==> src/rtl/cycle_sequencer.sv <==
`default_nettype none
// ============================================================================
// Module   : cycle_sequencer
// Brief    : Multi-cycle FETCH/DECODE/EXEC/MEM/WB control sequencer with a
//            memory-wait timeout, retired-instruction counter, HALT and ERROR.
// Revision : 1.0 - initial release
// ============================================================================
module cycle_sequencer #(
    parameter int DWIDTH  = 32,
    parameter int TIMEOUT = 16
) (
    input  logic              clk,
    input  logic              reset,
    input  logic              halt_i,
    input  logic              memren_i,
    input  logic              memwren_i,
    input  logic              regwren_i,
    input  logic              pcsel_i,
    input  logic              taken_i,
    input  logic              imem_ack_i,
    input  logic              dmem_ack_i,
    output logic              imem_req_o,
    output logic              dmem_req_o,
    output logic              dmem_we_o,
    output logic              insn_we_o,
    output logic              regfile_we_o,
    output logic              pc_we_o,
    output logic              pc_src_o,
    output logic              retired_o,
    output logic [DWIDTH-1:0] instret_o,
    output logic [2:0]        state_o,
    output logic              halted_o,
    output logic              err_o
);

    localparam int WCW = $clog2(TIMEOUT + 2);

    localparam logic [2:0] c_FETCH  = 3'd0;
    localparam logic [2:0] c_DECODE = 3'd1;
    localparam logic [2:0] c_EXEC   = 3'd2;
    localparam logic [2:0] c_MEM    = 3'd3;
    localparam logic [2:0] c_WB     = 3'd4;
    localparam logic [2:0] c_HALT   = 3'd5;
    localparam logic [2:0] c_ERROR  = 3'd6;

    localparam logic [WCW-1:0] c_WAIT_LIMIT = WCW'((TIMEOUT > 0) ? TIMEOUT - 1 : 0);

    logic [2:0]        state_q, state_d;
    logic [WCW-1:0]    wait_q, wait_d;
    logic [DWIDTH-1:0] instret_q, instret_d;
    logic              w_expired;

    // Last permitted unacknowledged request cycle; an ack in it still wins.
    assign w_expired = (TIMEOUT > 0) && (wait_q == c_WAIT_LIMIT);

    always_comb begin
        state_d   = state_q;
        wait_d    = wait_q;
        instret_d = instret_q;
        case (state_q)
            c_FETCH: begin
                if (imem_ack_i) begin
                    state_d = c_DECODE;
                end else if (w_expired) begin
                    state_d = c_ERROR;
                end else begin
                    wait_d = wait_q + 1'b1;
                end
            end
            c_DECODE: begin
                state_d = halt_i ? c_HALT : c_EXEC;
            end
            c_EXEC: begin
                if (memren_i | memwren_i) begin
                    state_d = c_MEM;
                    wait_d  = '0;
                end else begin
                    state_d = c_WB;
                end
            end
            c_MEM: begin
                if (dmem_ack_i) begin
                    state_d = c_WB;
                end else if (w_expired) begin
                    state_d = c_ERROR;
                end else begin
                    wait_d = wait_q + 1'b1;
                end
            end
            c_WB: begin
                state_d   = c_FETCH;
                wait_d    = '0;
                instret_d = instret_q + 1'b1;
            end
            c_HALT, c_ERROR: begin
                state_d = state_q;
            end
            default: begin
                state_d = c_ERROR;
            end
        endcase
    end

    always_ff @(posedge clk or posedge reset) begin
        if (reset) begin
            state_q   <= c_FETCH;
            wait_q    <= '0;
            instret_q <= '0;
        end else begin
            state_q   <= state_d;
            wait_q    <= wait_d;
            instret_q <= instret_d;
        end
    end

    // Strobes decode straight from the current state so reset drops them at once.
    assign imem_req_o   = (state_q == c_FETCH);
    assign insn_we_o    = (state_q == c_FETCH) & imem_ack_i;
    assign dmem_req_o   = (state_q == c_MEM);
    assign dmem_we_o    = (state_q == c_MEM) & memwren_i;
    assign regfile_we_o = (state_q == c_WB) & regwren_i;
    assign pc_we_o      = (state_q == c_WB);
    assign pc_src_o     = (state_q == c_WB) & pcsel_i & taken_i;
    assign retired_o    = (state_q == c_WB);
    assign instret_o    = instret_q;
    assign state_o      = state_q;
    assign halted_o     = (state_q == c_HALT);
    assign err_o        = (state_q == c_ERROR);

endmodule
`default_nettype wire
==> config.mk <==
export PLATFORM = sky130hd
export DESIGN_NAME = cycle_sequencer
export DESIGN_NICKNAME = d
export VERILOG_FILES = /design/src/rtl/cycle_sequencer.sv
export SDC_FILE = /design/constraint.sdc
export NUM_CORES = 1
export LEC_CHECK = 0
export CORE_MARGIN = 2
export CORE_UTILIZATION = 32
export CTS_BUF_LIST = sky130_fd_sc_hd__clkbuf_8
export CTS_CLUSTER_DIAMETER = 120
export DETAILED_ROUTE_END_ITERATION = 16
export SLEW_MARGIN = 20
export SYNTH_ARGS = -nofsm -noshare
export SYNTH_HDL_FRONTEND = slang
export SYNTH_SLANG_ARGS = --single-unit
==> constraint.sdc <==
create_clock -name clk -period 2.81 [get_ports clk]
set_input_delay 0.562 -clock clk [delete_from_list [all_inputs] [get_ports clk]]
set_output_delay 0.562 -clock clk [all_outputs]
set_load 0.005 [all_outputs]
==> results.yml <==
clocking:
  ctsHoldBuffers: 0
  clkSinkCount: 40
  cts.clk_slew.worst_paths_ns: 0.08
  clockRootBuffer: "clkbuf_8"
  cts_max_path_buffers: 2
  post_cts_buffers: 0
  worstSkewPairLatency_ns: 0.29
  cts_buffers: 5
  cts_tree: "done"
  htree_levels: 2
  ctsResizeCount: 0
layout:
  layout-area-overhead-vs-synth_pct: 32.5
  mostFrequentLayoutCells: "54 x clkdlybuf4s50_1, 40 x dfrtp_1, 16 x xnor2_1, 16 x xor2_1"
  final_common_cell: "clkdlybuf4s50_1"
  fin_area_sq_um: 2850
  final_nets: 276
  layout-drive-gt1-share_pct: 8.37
  antenna_cells: 0
worst_setup_path:
  ff2ff_path_depth: 7
  cp_cell_sequence: "inv_1 -> nor3_2 -> buf_4 -> clkdlybuf4s50_1"
  worst_path_max_delay_cell: "dfrtp_1"
  endpoint_kind: "output pin"
  worstSetupPathType: "reg -> out"
  cp_slowest_stage_delay_ns: 0.58
  regToRegStartpoint: "wait_q[0]"
  rrSetupSlack_ns: 0.65
  start_kind: "flop"
  path_delay_family: "buffers and inverters"
  cp_num_buf_inv: 3
  cp.arrival_ns: 2.03
  cp_max_fo: 12
  worstPathRequired_ns: 2.25
  r2r_end: "wait_q[0]"
synthesis:
  yosysUniqueCellTypes: 46
  synth.avg_cell_area_sq_um: 10.5
  async_flop_share_pct: 100
  synth_edf_count: 0
  ys_ff_latch: 40
  ys_seq_area_share_pct: 46.5
  ys_warn_count: 0
  syn-num-nets: 220
  syn_area_sq_um: 2150
  ys.flop_type: "dfrtp_1"
  syn_inst: 206
detailed_routing:
  ant_nets: 0
  drtIter0Drc: 90
  drc: 0
  vias: 1683
  wl_per_cell_um: 14.0
  firstDrtPassIters: 4
  viasPerCell: 4.95
  wl_mm: 4.75
die:
  row_count: 29
  die_w_um: 86.1
  dieArea_sq_um: 7410
  core_sq_um: 6420
  top_level_ports: 55
  initial_core_util_pct: 33.5
  chipHeight_um: 86.1
worst_hold_path:
  whs_endpoint: "instret_o[31]"
  hold_depth: 1
  hp-start: "instret_o[31]"
  min_path_type: "reg -> reg"
global_route:
  grt_start_max_net_pins: 41
  grt_busiest_layer: "met2"
  gr-usage-met1_pct: 18.9
  use_met3_pct: 3.66
  grt_pass1_wl_mm: 8.11
  grt_use_met2_pct: 21.1
  antenna_found_initial: 0
  globalRouteTotalUtil_pct: 13.7
  grt_pass1_vias: 1655
  grt-ovfl-total: 0
placement:
  io_buffers: 54
  dpl_cell_area_sq_um: 2760
  gp_congestion: 0.897
  hpwl_mm: 3.38
  post-place-ws_ns: 0.509
sta:
  slew_viol_final: 0
  worst_slack_ns: 0.222
  max_freq_mhz: 386
  setup_tns_ns: 0
  post-route-period-util_pct: 92.1
  max_slew_margin_pct: 56.8
  rsz0062_at_grt: "false"
  setup_viol: 0
  final-hold-violation-count: 0
  min_period_ns: 2.59
  clock_skew_ns: 0.0104
  worst_pin_slew_ns: 0.648
power:
  total_power_w: 0.00193
  leakagePower_nw: 1.25
  irDropWorstVdd_mv: 0.283
  p_per_area_nw_per_um2: 677
run_status:
  outcome: "finished, final reports clean"
run:
  drv_cap: 0
==> area by class of cell <==
| class | instances | area (sq um) |
|---|---|---|
| flip-flops and latches | 40 | 1000 |
| inverters | 6 | 22.5 |
| multi-input cells | 152 | 1080 |
| repair buffers | 57 | 563 |
| clock buffers | 6 | 82.6 |
| well taps | 77 | 96.3 |
| fillers | 607 | 3570 |
| clock inverters | 2 | 11.3 |
==> cells by family after synthesis <==
group / after synthesis / synth area share, %
XOR/XNOR: 32 / 13.0
flip-flops: 40 / 46.5
adder cells (fa/ha/maj): 4 / 2.32
AO/OA/AOI/OAI: 17 / 6.04
multiplexers: 4 / 2.03
AND/OR/NAND/NOR: 95 / 26.6
buffers and inverters: 14 / 3.54
==> through the flow <==
| stage | utilization, % | hold WS, ns | std cells |
|---|---|---|---|
| 2_1_floorplan | - | 0.465 | 206 |
| 3_3_place_gp | 43.0 | 0.460 | 332 |
| 3_5_place_dp | 43.0 | 0.468 | 332 |
| 4_1_cts | 44.4 | 0.479 | 340 |
| 5_1_grt | 44.4 | 0.522 | 340 |
| 6_report | 44.4 | 0.476 | 340 |
==> worst register-to-register path, delay by kind of cell (launching register included) <==
kind	cells	cell delay [ns]
multiplexers	1	0.34
AND/OR/NAND/NOR	3	0.52
AO/OA/AOI/OAI	1	0.34
flip-flops	1	0.41
adder cells (fa/ha/maj)	2	0.44
==> per-layer routing <==
layer  vias up  share of wire (%)
li1        840                  -
met1       805                 50
met2        32                 45
met3         6                3.6
met4         0                1.2
met5         -                  0
==> worst max path at each step <==
stage	startpoint	endpoint	slack [ns]	cells past startpoint
6_report	state_o[2]	pc_we_o	0.22	4
5_1_grt	state_o[2]	pc_we_o	0.09	4
4_1_cts	state_o[2]	pc_we_o	0.21	4
3_5_place_dp	imem_ack_i	insn_we_o	0.51	3
3_3_place_gp	imem_ack_i	insn_we_o	0.53	3
2_1_floorplan	wait_q[0]	wait_q[0]	0.85	7
==> flip-flops by register name, indices dropped and copies added (netlist names) <==
name,flops
wait_q,5
instret_o,32
state_o,3
==> power by group <==
part | switching [W] | internal (W) | leakage, nW
Sequential | 0.000156 | 0.000668 | 0.539
Combinational | 0.000306 | 0.000400 | 0.660
Clock | 0.000205 | 0.000196 | 0.0486
Total | 0.000668 | 0.00126 | 1.25
==> cells in the mapped netlist (5+ instances only) <==
| cell | instances | share of area, % |
|---|---|---|
| and3_1 | 11 | 3.2 |
| xnor2_1 | 16 | 6.5 |
| xor2_1 | 16 | 6.5 |
| and2_1 | 5 | 1.5 |
| dfrtp_1 | 40 | 46 |
| nor3_1 | 7 | 1.6 |
| inv_1 | 6 | 1.0 |
| nand4_1 | 13 | 3.8 |
| nand3_1 | 8 | 1.9 |
| nor2_1 | 13 | 2.3 |
| nand2_1 | 12 | 2.1 |
Note: power is estimated with default switching activity, not from simulation.
